$ cat src/rtl/lc3_ctrl_pkg.sv
// LC-3 microsequencer shared types: state numbers, opcodes, mux encodings, control word.
// LC3_CTRL_INDIRECT_EN adds the LDI/STI states and opcode routing.
package lc3_ctrl_pkg;

  localparam int ST_W = 6;

  // Values are the LC-3 state numbers so the debug port reads like the textbook diagram.
  typedef enum logic [ST_W-1:0] {
    S0     = 6'd0,
    S1     = 6'd1,
    S2     = 6'd2,
    S3     = 6'd3,
    S5     = 6'd5,
    S9     = 6'd9,
`ifdef LC3_CTRL_INDIRECT_EN
    S10    = 6'd10,
    S11    = 6'd11,
`endif
    S12    = 6'd12,
    S14    = 6'd14,
    S16    = 6'd16,
    S18    = 6'd18,
    S22    = 6'd22,
    S23    = 6'd23,
`ifdef LC3_CTRL_INDIRECT_EN
    S24    = 6'd24,
`endif
    S25    = 6'd25,
`ifdef LC3_CTRL_INDIRECT_EN
    S26    = 6'd26,
`endif
    S27    = 6'd27,
`ifdef LC3_CTRL_INDIRECT_EN
    S29    = 6'd29,
    S31    = 6'd31,
`endif
    S32    = 6'd32,
    S33    = 6'd33,
    S35    = 6'd35,
    S_HALT = 6'd63
  } state_e;

  localparam logic [3:0] OP_BR  = 4'b0000;
  localparam logic [3:0] OP_ADD = 4'b0001;
  localparam logic [3:0] OP_LD  = 4'b0010;
  localparam logic [3:0] OP_ST  = 4'b0011;
  localparam logic [3:0] OP_AND = 4'b0101;
  localparam logic [3:0] OP_NOT = 4'b1001;
  localparam logic [3:0] OP_LDI = 4'b1010;
  localparam logic [3:0] OP_STI = 4'b1011;
  localparam logic [3:0] OP_JMP = 4'b1100;
  localparam logic [3:0] OP_LEA = 4'b1110;

  typedef enum logic [1:0] {
    PCMUX_INC   = 2'd0,
    PCMUX_BUS   = 2'd1,
    PCMUX_ADDER = 2'd2
  } pcmux_e;

  typedef enum logic {
    A1_PC    = 1'b0,
    A1_BASER = 1'b1
  } addr1mux_e;

  typedef enum logic [1:0] {
    A2_ZERO  = 2'd0,
    A2_OFF6  = 2'd1,
    A2_OFF9  = 2'd2,
    A2_OFF11 = 2'd3
  } addr2mux_e;

  typedef enum logic [1:0] {
    ALU_ADD   = 2'd0,
    ALU_AND   = 2'd1,
    ALU_NOT   = 2'd2,
    ALU_PASSA = 2'd3
  } aluk_e;

  typedef struct packed {
    logic      ldmar;
    logic      ldmdr;
    logic      ldir;
    logic      ldben;
    logic      ldreg;
    logic      ldcc;
    logic      ldpc;
    logic      gatepc;
    logic      gatemdr;
    logic      gatealu;
    logic      gatemarmux;
    pcmux_e    pcmux;
    addr1mux_e addr1mux;
    addr2mux_e addr2mux;
    aluk_e     aluk;
    logic      mio_en;
    logic      mem_en;
    logic      mem_we;
    logic      halted;
  } ctrl_t;

  // Opcode IR[15:12] to first execute state; unsupported opcodes route to HALT.
  function automatic state_e op_dispatch(input logic [3:0] op);
    state_e nxt;
    nxt = S_HALT;
    case (op)
      OP_BR:   nxt = S0;
      OP_ADD:  nxt = S1;
      OP_LD:   nxt = S2;
      OP_ST:   nxt = S3;
      OP_AND:  nxt = S5;
      OP_NOT:  nxt = S9;
      OP_JMP:  nxt = S12;
      OP_LEA:  nxt = S14;
`ifdef LC3_CTRL_INDIRECT_EN
      OP_LDI:  nxt = S10;
      OP_STI:  nxt = S11;
`endif
      default: nxt = S_HALT;
    endcase
    return nxt;
  endfunction

endpackage

$ cat src/rtl/lc3_ctrl_decode.sv
// Combinational state -> control word lookup for the LC-3 microsequencer (Moore outputs).
// LC3_CTRL_INDIRECT_EN enables the extra LDI/STI state rows.
module lc3_ctrl_decode
  import lc3_ctrl_pkg::*;
(
  input  state_e state,
  output ctrl_t  ctrl
);

  always_comb begin
    ctrl = '0;
    case (state)
      S18: begin
        ctrl.gatepc = 1'b1;
        ctrl.ldmar  = 1'b1;
        ctrl.ldpc   = 1'b1;
        ctrl.pcmux  = PCMUX_INC;
      end
      S33, S25: begin
        ctrl.mem_en = 1'b1;
        ctrl.mio_en = 1'b1;
        ctrl.ldmdr  = 1'b1;
      end
      S35: begin
        ctrl.gatemdr = 1'b1;
        ctrl.ldir    = 1'b1;
      end
      S32: ctrl.ldben = 1'b1;
      S1, S5, S9: begin
        ctrl.gatealu = 1'b1;
        ctrl.ldreg   = 1'b1;
        ctrl.ldcc    = 1'b1;
        ctrl.aluk    = (state == S1) ? ALU_ADD : (state == S5) ? ALU_AND : ALU_NOT;
      end
      S22: begin
        ctrl.pcmux    = PCMUX_ADDER;
        ctrl.addr1mux = A1_PC;
        ctrl.addr2mux = A2_OFF9;
        ctrl.ldpc     = 1'b1;
      end
      S12: begin
        ctrl.pcmux    = PCMUX_ADDER;
        ctrl.addr1mux = A1_BASER;
        ctrl.addr2mux = A2_ZERO;
        ctrl.ldpc     = 1'b1;
      end
      S14: begin
        ctrl.gatemarmux = 1'b1;
        ctrl.addr1mux   = A1_PC;
        ctrl.addr2mux   = A2_OFF9;
        ctrl.ldreg      = 1'b1;
      end
      S2, S3: begin
        ctrl.gatemarmux = 1'b1;
        ctrl.addr2mux   = A2_OFF9;
        ctrl.ldmar      = 1'b1;
      end
      S27: begin
        ctrl.gatemdr = 1'b1;
        ctrl.ldreg   = 1'b1;
        ctrl.ldcc    = 1'b1;
      end
      // Store data goes through the ALU and into MDR from the bus, not memory.
      S23: begin
        ctrl.gatealu = 1'b1;
        ctrl.aluk    = ALU_PASSA;
        ctrl.ldmdr   = 1'b1;
        ctrl.mio_en  = 1'b0;
      end
      S16: begin
        ctrl.mem_en = 1'b1;
        ctrl.mem_we = 1'b1;
      end
`ifdef LC3_CTRL_INDIRECT_EN
      S10, S11: begin
        ctrl.gatemarmux = 1'b1;
        ctrl.addr2mux   = A2_OFF9;
        ctrl.ldmar      = 1'b1;
      end
      S24, S29: begin
        ctrl.mem_en = 1'b1;
        ctrl.mio_en = 1'b1;
        ctrl.ldmdr  = 1'b1;
      end
      S26, S31: begin
        ctrl.gatemdr = 1'b1;
        ctrl.ldmar   = 1'b1;
      end
`endif
      S_HALT:  ctrl.halted = 1'b1;
      default: ctrl = '0;
    endcase
  end

endmodule

$ cat src/rtl/lc3_ctrl_fsm.sv
// LC-3 Moore microsequencer: fetch/decode/execute, holds in memory states until mem_ready.
// Outputs follow the state register one decode level later; reset zeroes them asynchronously.
// LC3_CTRL_INDIRECT_EN adds LDI/STI.
module lc3_ctrl_fsm
  import lc3_ctrl_pkg::*;
#(
  parameter int STATE_W = 6
) (
  input  logic               clk,
  input  logic               rst,
  input  logic [15:0]        IR,
  input  logic               BEN,
  input  logic               mem_ready,
  output logic               LDMAR,
  output logic               LDMDR,
  output logic               LDIR,
  output logic               LDBEN,
  output logic               LDREG,
  output logic               LDCC,
  output logic               LDPC,
  output logic               GATEPC,
  output logic               GATEMDR,
  output logic               GATEALU,
  output logic               GATEMARMUX,
  output logic [1:0]         PCMUX,
  output logic               ADDR1MUX,
  output logic [1:0]         ADDR2MUX,
  output logic [1:0]         ALUK,
  output logic               MIO_EN,
  output logic               MEM_EN,
  output logic               MEM_WE,
  output logic               halted,
  output logic [STATE_W-1:0] state
);

  state_e state_q;
  ctrl_t  ctrl_dec;
  ctrl_t  ctrl;
  logic   unused_ir;

  assign unused_ir = ^IR[11:0];

  always_ff @(posedge clk or negedge rst) begin
    if (!rst) begin
      state_q <= S18;
    end else begin
      case (state_q)
        S18:    state_q <= S33;
        S33:    if (mem_ready) state_q <= S35;
        S35:    state_q <= S32;
        S32:    state_q <= op_dispatch(IR[15:12]);
        S1:     state_q <= S18;
        S5:     state_q <= S18;
        S9:     state_q <= S18;
        // BEN here is what S32's LDBEN captured on the S32->S0 edge.
        S0:     state_q <= BEN ? S22 : S18;
        S22:    state_q <= S18;
        S12:    state_q <= S18;
        S14:    state_q <= S18;
        S2:     state_q <= S25;
        S3:     state_q <= S23;
        S25:    if (mem_ready) state_q <= S27;
        S27:    state_q <= S18;
        S23:    state_q <= S16;
        S16:    if (mem_ready) state_q <= S18;
`ifdef LC3_CTRL_INDIRECT_EN
        S10:    state_q <= S24;
        S24:    if (mem_ready) state_q <= S26;
        S26:    state_q <= S25;
        S11:    state_q <= S29;
        S29:    if (mem_ready) state_q <= S31;
        S31:    state_q <= S23;
`endif
        S_HALT: state_q <= S_HALT;
        default: state_q <= S_HALT;
      endcase
    end
  end

  lc3_ctrl_decode u_decode (
    .state (state_q),
    .ctrl  (ctrl_dec)
  );

  // Gating with rst lets an in-flight memory request drop without waiting for a clock.
  assign ctrl = rst ? ctrl_dec : '0;

  assign LDMAR      = ctrl.ldmar;
  assign LDMDR      = ctrl.ldmdr;
  assign LDIR       = ctrl.ldir;
  assign LDBEN      = ctrl.ldben;
  assign LDREG      = ctrl.ldreg;
  assign LDCC       = ctrl.ldcc;
  assign LDPC       = ctrl.ldpc;
  assign GATEPC     = ctrl.gatepc;
  assign GATEMDR    = ctrl.gatemdr;
  assign GATEALU    = ctrl.gatealu;
  assign GATEMARMUX = ctrl.gatemarmux;
  assign PCMUX      = ctrl.pcmux;
  assign ADDR1MUX   = ctrl.addr1mux;
  assign ADDR2MUX   = ctrl.addr2mux;
  assign ALUK       = ctrl.aluk;
  assign MIO_EN     = ctrl.mio_en;
  assign MEM_EN     = ctrl.mem_en;
  assign MEM_WE     = ctrl.mem_we;
  assign halted     = ctrl.halted;
  assign state      = STATE_W'(state_q);

endmodule
$ cat config.mk
export PLATFORM = sky130hd
export DESIGN_NAME = lc3_ctrl_fsm
export DESIGN_NICKNAME = d
export VERILOG_FILES = /design/src/rtl/lc3_ctrl_pkg.sv /design/src/rtl/lc3_ctrl_decode.sv /design/src/rtl/lc3_ctrl_fsm.sv
export SDC_FILE = /design/constraint.sdc
export NUM_CORES = 1
export LEC_CHECK = 0
export CORE_AREA = 4 4 54 56
export DETAILED_ROUTE_END_ITERATION = 7
export DIE_AREA = 0 0 58 60
export MAX_ROUTING_LAYER = met4
export PLACE_DENSITY = 0.8
export REMOVE_ABC_BUFFERS = 1
export SLEW_MARGIN = 20
export SYNTH_ARGS = -nofsm -noshare
export SYNTH_HDL_FRONTEND = slang
export SYNTH_SLANG_ARGS = --single-unit
$ cat constraint.sdc
create_clock -name clk -period 1.9 [get_ports clk]
set_input_delay 0.19 -clock clk [delete_from_list [all_inputs] [get_ports clk]]
set_output_delay 0.19 -clock clk [all_outputs]
set_load 0.02 [all_outputs]
==> metrics <==
outcome=complete, but fails checks; failing checks=setup timing; CP max FO=5; Reg2Reg Depth=7; Clock transition at path regs=0.05 ns; post-DP HPWL=3110 um; RePlAce Congestion=0.898; synthesized area=982 um2; leading cell types in the layout, fill and taps excluded=buf_4 (57), nand2_1 (18), clkdlybuf4s50_1 (12), buf_2 (9), nor2_1 (8); crit end category=output pin; Netlist cell types=51; ys async rst share=1.00; Sw Pwr=0.0793 mW; worst hold path class=in2async; Crit path max-delay family=flip-flops; H-tree depth=1; WL final=4230 um; area delta synth->final=77.3%; Num CTS Buffers=3; Clock Path Buffers=2; register bit total from synthesis=6; dpl ws=-0.234 ns; crit-path cells=inv_1, or3_1, o21ai_1, a31oi_1, nor2_1, buf_4; clock share of power=0.422; CP startpoint kind=register; Setup violations, final=3; die area=3480 um2; combinational power share=0.170; FF-to-FF setup slack=-0.02 ns; first-pass detailed-route iteration total=4; post-route minimum period=1.94 ns; GRT Util Overall=0.249; PnR worst setup slack=-0.0362 ns; port buffer count=33; P_int=0.235 mW; final slew viol count=0; Synth warnings=0; CP max-delay cell=dfstp_2; Seq/Total Area, Yosys=0.155; fin util=0.716; ANT nets after route=0; filler instances=194; Leak=0.740 nW; max FFs per register=6; Placed Cells=246; DIE WIDTH=58 um; sequential share of power=0.408; ys flop type=dfrtp_1; max-cap viol count=0; clock sink count=6; CP Class=reg2out; Setup Skew=0.0127 ns; largest net degree at the start of global routing=14; Final Cycle Share=1.02; first-pass GRT wire length=6630 um; Buf/Inv on CP=2; Starting Density=0.404; Final Hold Viols=0; diode count=0; Finished Cell Area=1740 um2; post-route setup TNS=-0.0693 ns; core area=2430 um2; Net Sw Frac=0.252; Peak VDD IR=0.209 mV; CTS tree=built; initial drt markers=63; instance area after placement=1650 um2; Cells after Synth=146; fraction of layout cells with a size suffix above 1=0.480; initial antenna violation count=0; WP data arrival=1.75 ns; IO Count=48; Clock Latency Late Sink=0.26 ns; Overflow after GRT=0; FMAX=516 MHz; Final Net Count=246; via count=1,470; data required time of the worst path=1.71 ns; most common cell after layout, fill and taps aside=buf_4; EDFF count, synth=0; PwrDens=180 nW/um2; critical path depth=6; delay of the slowest cell on the worst path=0.59 ns; RSZ-0062 raised after global routing=yes; die height=60 um; vias in the first global route=1,505; final non-filler cell total=255; Post-Syn Area per Cell=6.73 um2; DR WL/cell=16.6 um; row cnt=18; crit path launch=state[4]; # DRC=0; root buf cell=clkbuf_4; r2r startpoint=state[3]; Via-to-Cell Ratio=5.76
-- through the flow --
step | hold slack (ns) | power, mW
after floorplan | -0.106 | 0.149
after global placement | 0.645 | 0.181
after detailed placement | 0.652 | 0.184
after CTS | 0.389 | 0.315
after global routing | 0.415 | 0.327
final | 0.396 | 0.314
-- metal layers --
layer | routed length (um) | global-route usage
met1 | 1750 | 0.296
met3 | 249 | 0.0281
met5 | 0 | -
met2 | 2170 | 0.432
met4 | 68 | 0.0927
-- kinds of logic (layout without fill, tap and decap cells) --
kind of cell	after synthesis	after routing	synth area share
DFF	6	6	0.155
and+or+nand+nor	72	72	0.395
xor gates and xnor gates	2	2	0.0178
adders and majority gates	1	1	0.0102
AOI/OAI and AO/OA	45	45	0.317
other	1	2	0.00382
muxes	1	1	0.0102
buffers and inverters	18	96	0.0904
-- cells in the mapped netlist (3+ instances only) --
master,n,area [um2]
nand2_1,18,67.6
nor2_1,12,45.0
a21oi_1,10,50.1
nor3_1,6,30.0
o21ai_0,6,30.0
buf_2,5,25.0
inv_1,5,18.8
nand2b_1,5,31.3
clkbuf_1,4,15.0
dfrtp_1,4,100
o21ai_1,4,20.0
or3_1,4,25.0
a211oi_1,3,22.5
a31oi_1,3,18.8
and2_1,3,18.8
nand3_1,3,15.0
o31ai_1,3,22.5
or2_1,3,18.8
-- tightest hold or removal path, delay by kind of cell --
| kind | cells | cell delay, ns |
|---|---|---|
| buf+inv | 3 | 0.79 |
-- repair_timing --
action	CTS	global route
hold buffers	0	0
endpoints found under the hold margin	0	0
setup endpoints to repair	20	23
pin swaps	0	4
resized for setup	78	43
cloned	0	0
buffers inserted	3	2
-- power groups by stage --
stage          clock network, mW  registers, mW  logic [mW]
2_1_floorplan                  0          0.130      0.0190
3_3_place_gp                   0          0.130      0.0513
3_5_place_dp                   0          0.130      0.0533
4_1_cts                    0.134          0.128      0.0531
5_1_grt                    0.141          0.128      0.0575
6_report                   0.132          0.128      0.0534
-- area by class of cell --
class / instances / area [um2] / share of cell area
inverter: 5 / 18.8 / 0.0108
timing repair buffer: 87 / 677 / 0.389
sequential: 6 / 155 / 0.0891
multi-input combinational: 123 / 827 / 0.475
clock buffer: 4 / 26.3 / 0.0151
tap: 30 / 37.5 / 0.0216
-- final timing paths --
| kind | to |
|---|---|
| min in group clk | state[2] |
| max reg2reg | state[4] |
| min | state[2] |
| max | LDREG |
| min reg2reg | state[5] |
| max in group asynchronous | state[1] |
Power figures use the tool's default switching activity.
